### config.mk
export PLATFORM = sky130hd
export DESIGN_NAME = cordic_iter_seq
export DESIGN_NICKNAME = d
export VERILOG_FILES = /design/src/rtl/cordic_pkg.sv /design/src/rtl/cordic_rep_gen.sv /design/src/rtl/cordic_iter_seq.sv
export SDC_FILE = /design/constraint.sdc
export NUM_CORES = 1
export LEC_CHECK = 0
export ABC_AREA = 1
export CAP_MARGIN = 20
export CELL_PAD_IN_SITES_DETAIL_PLACEMENT = 0
export CELL_PAD_IN_SITES_GLOBAL_PLACEMENT = 1
export CORE_UTILIZATION = 25
export CTS_CLUSTER_DIAMETER = 40
export CTS_CLUSTER_SIZE = 40
export DETAILED_ROUTE_END_ITERATION = 12
export GPL_TIMING_DRIVEN = 0
export PLACE_DENSITY_LB_ADDON = 0.25
export SLEW_MARGIN = 20
export SYNTH_ARGS = -nofsm -noshare
export SYNTH_HDL_FRONTEND = slang
export SYNTH_SLANG_ARGS = --single-unit
export TNS_END_PERCENT = 1
### constraint.sdc
create_clock -name clk -period 1.6 [get_ports clk]
set_clock_uncertainty 0.1 [all_clocks]
set_input_delay 0.32 -clock clk [delete_from_list [all_inputs] [get_ports clk]]
set_output_delay 0.32 -clock clk [all_outputs]
set_load 0.02 [all_outputs]
### src/rtl/cordic_pkg.sv
// Shared types and constants for the CORDIC iteration sequencer.
// Optional build macro used by the sequencer: CORDIC_SEQ_STATS_EN.
package cordic_pkg;

  typedef enum logic [1:0] {
    CIRC = 2'b00,
    LIN  = 2'b01,
    HYP  = 2'b10,
    RSVD = 2'b11
  } coord_sys_e;

  typedef enum logic [1:0] {
    IDLE = 2'd0,
    RUN  = 2'd1,
    DONE = 2'd2
  } seq_state_e;

  // First hyperbolic index that is executed twice; later ones follow k -> 3k+1.
  localparam int HYP_FIRST_REP = 4;

endpackage

### src/rtl/cordic_rep_gen.sv
// Hyperbolic repeat-point tracker: holds the next index that must be issued
// twice (4, 13, 40, ...) and flags when the current index hits it.
module cordic_rep_gen
  import cordic_pkg::*;
#(
  parameter int ITER_W = 6
) (
  input  logic              clk,
  input  logic              rst,
  input  logic              load_i,
  input  logic              adv_i,
  input  logic [ITER_W-1:0] idx_i,
  output logic              hit_o
);

  logic [ITER_W-1:0] rep_pt_q, rep_pt_d;
  logic [ITER_W+1:0] next_w;

  // 3k+1 always fits in two extra bits; anything beyond the index range
  // saturates so the point simply becomes unreachable or the top index.
  assign next_w = ({2'b00, rep_pt_q} * (ITER_W+2)'(3)) + (ITER_W+2)'(1);

  // Next repeat point: reload on run start, step after each inserted repeat.
  always_comb begin
    rep_pt_d = rep_pt_q;
    if (load_i) begin
      rep_pt_d = ITER_W'(HYP_FIRST_REP);
    end else if (adv_i) begin
      if (|next_w[ITER_W+1:ITER_W]) rep_pt_d = {ITER_W{1'b1}};
      else                          rep_pt_d = next_w[ITER_W-1:0];
    end
  end

  // Repeat-point register.
  always_ff @(posedge clk) begin
    if (rst) rep_pt_q <= ITER_W'(HYP_FIRST_REP);
    else     rep_pt_q <= rep_pt_d;
  end

  assign hit_o = (idx_i == rep_pt_q);

endmodule

### src/rtl/cordic_iter_seq.sv
// CORDIC iteration sequencer: issues one shift index per consumed step,
// inserting hyperbolic repeat iterations, with first/last/repeat flags
// and a one-cycle done pulse.
// Optional build macro: CORDIC_SEQ_STATS_EN adds run_cycles / rep_count.
//
// Handshake: iter_vld is high for every RUN cycle; a step is consumed on a
// rising clock edge where iter_vld && step_en. Without step_en all outputs
// hold, so the datapath may stall for any number of cycles.
module cordic_iter_seq
  import cordic_pkg::*;
#(
  parameter int ITER_W       = 6,
  parameter int N_ITER       = 16,
  parameter bit HYP_REP_EN_P = 1'b1
) (
  input  logic              clk,
  input  logic              rst,
  input  logic              start,
  input  logic [1:0]        coordinate_system_in,
  input  logic              step_en,
  output logic [ITER_W-1:0] iter_idx,
  output logic              iter_vld,
  output logic              iter_rep,
  output logic              iter_first,
  output logic              iter_last,
  output logic              busy,
  output logic              done,
  output logic              cfg_err,
  output logic [1:0]        mode_q,
`ifdef CORDIC_SEQ_STATS_EN
  output logic [ITER_W+3:0] run_cycles,
  output logic [3:0]        rep_count,
`endif
  output logic [1:0]        state_dbg_o
);

  localparam logic [ITER_W-1:0] LAST_IDX = ITER_W'(N_ITER - 1);

  seq_state_e        state_q, state_d;
  logic [ITER_W-1:0] idx_q, idx_d;
  logic              rep_q, rep_d;
  logic              first_q, first_d;
  logic              done_q, done_d;
  logic              cfg_err_q, cfg_err_d;
  logic [1:0]        mode_d;
  logic              rep_hit, rep_load, rep_adv;
  logic              at_rep, last_step;

  cordic_rep_gen #(.ITER_W(ITER_W)) u_rep_gen (
    .clk    (clk),
    .rst    (rst),
    .load_i (rep_load),
    .adv_i  (rep_adv),
    .idx_i  (idx_q),
    .hit_o  (rep_hit)
  );

  // The current index is a repeat point only for hyperbolic runs with repeats on.
  assign at_rep    = HYP_REP_EN_P && (mode_q == HYP) && rep_hit;
  assign last_step = (state_q == RUN) && (idx_q == LAST_IDX) && (!at_rep || rep_q);

  // Sequencer next-state: start/config check when idle, index advance in RUN.
  always_comb begin
    state_d   = state_q;
    idx_d     = idx_q;
    rep_d     = rep_q;
    first_d   = first_q;
    mode_d    = mode_q;
    done_d    = 1'b0;
    cfg_err_d = 1'b0;
    rep_load  = 1'b0;
    rep_adv   = 1'b0;
    case (state_q)
      IDLE, DONE: begin
        // DONE is a single cycle unless a restart is taken.
        state_d = IDLE;
        if (start) begin
          if (coordinate_system_in == RSVD) begin
            cfg_err_d = 1'b1;
          end else begin
            state_d  = RUN;
            mode_d   = coordinate_system_in;
            idx_d    = (coordinate_system_in == HYP) ? ITER_W'(1) : '0;
            rep_d    = 1'b0;
            first_d  = 1'b1;
            rep_load = 1'b1;
          end
        end
      end
      RUN: begin
        if (step_en) begin
          first_d = 1'b0;
          if (last_step) begin
            state_d = DONE;
            done_d  = 1'b1;
          end else if (at_rep && !rep_q) begin
            rep_d   = 1'b1;
            rep_adv = 1'b1;
          end else begin
            idx_d = idx_q + ITER_W'(1);
            rep_d = 1'b0;
          end
        end
      end
      default: state_d = IDLE;
    endcase
  end

  // Sequencer registers.
  always_ff @(posedge clk) begin
    if (rst) begin
      state_q   <= IDLE;
      idx_q     <= '0;
      rep_q     <= 1'b0;
      first_q   <= 1'b0;
      done_q    <= 1'b0;
      cfg_err_q <= 1'b0;
      mode_q    <= 2'b00;
    end else begin
      state_q   <= state_d;
      idx_q     <= idx_d;
      rep_q     <= rep_d;
      first_q   <= first_d;
      done_q    <= done_d;
      cfg_err_q <= cfg_err_d;
      mode_q    <= mode_d;
    end
  end

`ifdef CORDIC_SEQ_STATS_EN
  logic [ITER_W+3:0] run_cyc_q;
  logic [3:0]        rep_cnt_q;

  // Run statistics: cleared at run start, counting only while in RUN.
  always_ff @(posedge clk) begin
    if (rst) begin
      run_cyc_q <= '0;
      rep_cnt_q <= '0;
    end else if (rep_load) begin
      run_cyc_q <= '0;
      rep_cnt_q <= '0;
    end else begin
      if (state_q == RUN) run_cyc_q <= run_cyc_q + (ITER_W+4)'(1);
      if (rep_adv)        rep_cnt_q <= rep_cnt_q + 4'd1;
    end
  end

  assign run_cycles = run_cyc_q;
  assign rep_count  = rep_cnt_q;
`endif

  assign iter_idx    = idx_q;
  assign iter_vld    = (state_q == RUN);
  assign iter_rep    = rep_q;
  assign iter_first  = first_q;
  assign iter_last   = last_step;
  assign busy        = (state_q == RUN);
  assign done        = done_q;
  assign cfg_err     = cfg_err_q;
  assign state_dbg_o = state_q;

endmodule

# --- Yosys cells after proc, flatten, opt, wreduce, memory -nomap -nowiden ---
# Index checks and enable logic that the tools add are counted.
totals:
  output_inout_bits: 17
  elab_cells: 79
  in_bits: 6
  register_bits: 20
classes:
  n_eq_ne: 13
  n_bitwise: 5
  addsub: 2
  muxes: 31
  mul: 1
  reduce_logical: 19
ops:
  columns: ["cell", "count"]
  rows:
  - ["2-to-1 mux 6 bit", 6]
  - ["2-to-1 mux 1 bit", 19]
  - ["!= test 2 bit, second input constant", 6]
  - ["one-hot mux 6 bit (2 select lines)", 1]
  - ["adder 8 x 1 -> 8 bit, second input constant", 1]
  - ["== test 2 bit, second input constant", 4]
  - ["multiplier 6 x 2 -> 8 bit, second input constant", 1]
  - ["adder 6 x 1 -> 6 bit, second input constant", 1]
  - ["== test 6 x 4 -> 1 bit, second input constant", 1]
  - ["== test 6 bit", 1]
  - ["AND reduction 6 bit", 1]
  - ["OR reduction 2 bit", 3]
  - ["OR reduction 3 bit", 2]
  - ["inverter 1 bit", 5]
  - ["AND reduction 5 bit", 1]
  - ["logical AND 1 bit", 4]
  - ["2-to-1 mux 2 bit", 2]
  - ["one-hot mux 1 bit (2 select lines)", 2]
  - ["one-hot mux 2 bit (2 select lines)", 1]
  - ["AND reduction 4 bit", 1]
  - ["AND reduction 3 bit", 1]
  - ["== test 2 x 1 -> 1 bit, second input constant", 1]
  - ["zero test 1 bit", 2]
  - ["zero test 2 bit", 1]
  - ["other kinds (3)", 3]

# --- Depth between registers and ports, before layout ---
logic_depth:
  word_depth: 8
  mapped_depth: 11
  mapped_depth_nobuf: 11

# --- Cells and area by module ---
# Synthesis repeated with hierarchy kept, for this count alone.
unflattened:
  hier_cells: 208
  area_unflattened_um2: 1403.8
modules_own_cells:
  columns: ["module", "n_inst", "area_each_um2", "cells_each"]
  rows:
  - ["cordic_iter_seq", 1, 739.5, 112]
  - ["cordic_rep_gen", 1, 664.4, 96]

# --- Least setup slack after synthesis ---
# Ideal clock, no wire load.
synth_path:
  kind: "flip-flop to output port"
  start: "reg idx_q[0], in the netlist iter_idx[0]"
  end: "out iter_last"
  t_arrival_ns: 1.486
  stages_incl_launch_ff: 7
  slack_ns: -0.306
  cell_sequence: "dfxtp_1 ha_1 nand3_1 nor4_1 nand2_2 buf_6 inv_1"
synth_between:
  elab_chain_len: 5
  word_cells_on_any_way: 7
  classes_between: "eq/ne: 2; reduce/logical: 5"
synth_rtl:
  columns: ["item", "line", "source"]
  rows:
  - ["start: declaration", "cordic_iter_seq.sv:40", "logic [ITER_W-1:0] idx_q, idx_d;"]
  - ["start signal: assignment", "cordic_iter_seq.sv:121", "idx_q <= idx_d;"]
  - ["== test 6 bit", "cordic_rep_gen.sv:40", "assign hit_o = (idx_i == rep_pt_q);"]
  - ["logical AND 1 bit", "cordic_iter_seq.sv:59", "assign at_rep = HYP_REP_EN_P && (mode_q == HYP) && rep_hit;"]
  - ["zero test 1 bit", "cordic_iter_seq.sv:60", "assign last_step = (state_q == RUN) && (idx_q == LAST_IDX) && (!at_rep || rep_q);"]
  - ["logical OR 1 bit", "cordic_iter_seq.sv:60", null]
  - ["logical AND 1 bit *", "cordic_iter_seq.sv:60", null]
  - ["end: declaration", "cordic_iter_seq.sv:25", "output logic iter_last,"]
# Mark *: on every way between the ends. The rest lies on a longest branch, timed or not.

# --- Worst setup path in the final report ---
layout_path:
  start: "reg u_rep_gen.rep_pt_q[3]"
  end: "out iter_last"
layout_between:
  elab_chain_len: 5
layout_rtl:
  columns: ["item", "line", "source"]
  rows:
  - ["start: declaration", "cordic_rep_gen.sv:16", "logic [ITER_W-1:0] rep_pt_q, rep_pt_d;"]
  - ["start signal: assignment", "cordic_rep_gen.sv:36", "if (rst) rep_pt_q <= ITER_W'(HYP_FIRST_REP);"]
  - ["start signal: assignment", "cordic_rep_gen.sv:37", "else rep_pt_q <= rep_pt_d;"]
  - ["== test 6 bit", "cordic_rep_gen.sv:40", null]
  - ["logical AND 1 bit", "cordic_iter_seq.sv:59", null]
  - ["zero test 1 bit", "cordic_iter_seq.sv:60", null]
  - ["logical OR 1 bit", "cordic_iter_seq.sv:60", null]
  - ["logical AND 1 bit", "cordic_iter_seq.sv:60", null]
# No other way between the ends.

==> flow_summary.yaml <==
logic_synthesis:
  synth_xor_xnor_area_share: 0.0719
  synth-edff-count: 0
  netlist_area_um2: 1340
  synth_compound_area_frac: 0.114
  muxShareOfSynthArea: 0
  synth.avg_cell_area_um2: 6.94
  netlist_instances: 193
  yosys-top-cells-area: "dfxtp_1 (30%), nand2_1 (11%), ha_1 (8.4%)"
  synthAdderAreaFrac: 0.0990
  yosysUniqueCellTypes: 26
  syn_nets: 209
  synth-simple-area-share: 0.313
  synth_top_cell_by_area: "dfxtp_1"
  synth_top_family_by_area: "simple AND/OR/NAND/NOR gates"
  ys_seq_area_frac: 0.299
  synth_ff_type: "dfxtp_1"
  synth_top_area_share: 0.299
  yosys_register_bits: 20
  postSynth.asyncResetShare: 0
  ys_warn_count: 0
sta:
  setup_slack_ps: -305
  drv_slew: 0
  fin_crit_ps: 1910
  holdWs_ps: 378
  rsz0062_at_grt: "yes"
  hold_viol: 0
  finalSetupViolCount: 14
  slew_headroom: 0.650
  period_share: 1.19
  timing.fmax_mhz: 525
  worstMarginPinSlew_ps: 525
clocking:
  cts_tree: "done"
  clockRootBuffer: "clkbuf_8"
  numCtsBuffers: 3
  clkTransAtPathRegs_ps: 80
  clk_latency_ps: 260
  htreeDepth: 1
  clock-sinks: 20
  clk_path_buf_depth: 2
critical_path:
  critical_path_arrival_ps: 1490
  r2r.worst_path.cells: 16
  cp_data_required_time_ps: 1180
  crit_type: "flip-flop to output pin"
  reg2reg_slack_ps: -300
  critPathLaunchType: "flip-flop"
  critPathCaptureType: "output pin"
  worst-path-max-fanout: 4
  r2r_start: "mode_q[1]"
  r2r_end: "u_rep_gen.rep_pt_q[2]"
worst_hold_path:
  hold_depth: 1
  min_path_type: "flip-flop to flip-flop"
  hp-start: "state_dbg_o[0]"
  min_to: "cfg_err"
die:
  core_area_um2: 5140
  num_rows: 26
  dieHeight_um: 75.2
  die_x_um: 75.2
  io_pins: 23
  die_area_um2: 5660
  initial_core_util: 0.261
power_and_ir_drop:
  power_w: 0.00124
  swShare: 0.250
  p_leak_nw: 0.957
  p_comb_frac: 0.165
  pwr-share-clk: 0.418
  p_int_w: 0.000926
  p_per_area_nw_per_um2: 593
  ir_worst_vdd_v: 0.000354
  power_frac_seq: 0.417
  power.switching_w: 0.000309
placement:
  port_buffers: 22
  place.gp.congestion: 0.718
  pre_cts_ws_ps: -697
  dp_hpwl_um: 2510
drt:
  wl_um: 3710
  vias: 1385
  viasPerCell: 4.48
  first_pass_iters: 4
  antenna_left: 0
  wl_per_cell_um: 12.0
  drc: 0
  first_iter_violations: 27
job:
  max-cap-violations: 0
final_layout:
  fin_nets: 256
  area_delta_synth_final_pct: 55.4
  antenna_cells: 0
  layout_commonest_cell: "nand2_1"
  drive_gt1_frac: 0.322
  mostFrequentLayoutCells: "nand2_1 (36), inv_1 (24), nor2_1 (22)"
status:
  violations: "negative setup slack"
  status: "finished, violations left"
global_route:
  antenna_found_initial: 0
  grt_max_degree: 13
  grt.total_usage: 0.147
  gr-total-overflow: 0
  grt_pass1_wl_um: 6240
  grt_pass1_vias: 1326
through the flow:
stage,instances,TNS (ps),cell area [um^2],util
finish,309,-1990,2080,0.405
floorplan,193,0,1390,-
CTS,309,-2000,2010,0.390
global placement,285,-8160,1700,0.331
detailed placement,285,-8000,1700,0.331
global route,309,-3920,2080,0.405
metal layers:
metal  GRT usage  wire length (um)  vias to the layer above
met5           0                 0                        -
met4      0.0391                50                        0
met3      0.0321               117                        7
met2       0.238              1680                       26
met1       0.198              1860                      628
li1            -                 -                      724
timing repair:
item | CTS | global route
hold endpoints to repair | 0 | 0
pin swaps | 11 | 2
hold buffers | 0 | 0
resized for setup | 56 | 15
setup endpoints to repair | 30 | 20
setup buffers | 20 | 0
final cells by class:
class,instances,area (um^2)
repair buffers,42,358
well taps,70,87.6
inverters,28,115
clock inverters,1,30.0
multi-input cells,141,977
fillers,577,3060
clock buffers,3,41.3
plain buffers,4,37.5
flip-flops and latches,20,435
cell families after synthesis:
kind of cell | after synthesis
compound gates | 29
xor+xnor | 11
fa+ha+maj | 10
buf+inv | 32
flops | 20
simple gates | 91
worst max-delay path, stage by stage, from the launching register on:
cell	delay (ps)
dfxtp_2	360
xnor2_2	210
nand2_1	120
nor2_4	130
nand2_1	70
nand2_2	90
buf_8	110
inv_6	20
buf_6	110
sequential cells by signal, summed over array words and instances (netlist names):
name                flops
cfg_err                 1
iter_idx                6
state_dbg_o             2
u_rep_gen.rep_pt_q      6
done                    1
iter_rep                1
mode_q                  2
iter_first              1
synth_stat cells (all sizes together) (2+ instances only):
cell	instances
nor2	26
buf	3
nor3	3
inv	28
nor4	2
ha	9
nand2	40
xor2	6
nand4	9
xnor2	5
dfxtp	20
a21oi	13
o21ai	13
nand3	11
power by group through the flow:
stage | Sequential (W) | Combinational (W) | Clock [W]
global route | 0.000517 | 0.000224 | 0.000548
detailed placement | 0.000531 | 0.000151 | 0
global placement | 0.000532 | 0.000152 | 0
floorplan | 0.000543 | 0.0000733 | 0
finish | 0.000515 | 0.000204 | 0.000516
CTS | 0.000514 | 0.000191 | 0.000527
worst max path at each step:
| stage | start | slack (ps) | to | cells after the start |
|---|---|---|---|---|
| 2_1_floorplan | iter_idx[0] | 3 | iter_last | 6 |
| 3_3_place_gp | step_en | -690 | iter_idx[4] | 6 |
| 3_5_place_dp | step_en | -700 | iter_idx[3] | 6 |
| 4_1_cts | iter_idx[0] | -310 | iter_last | 8 |
| 5_1_grt | iter_idx[2] | -400 | iter_last | 8 |
| 6_report | u_rep_gen.rep_pt_q[3] | -310 | iter_last | 8 |
No activity file was read; power rests on OpenSTA's default activity.
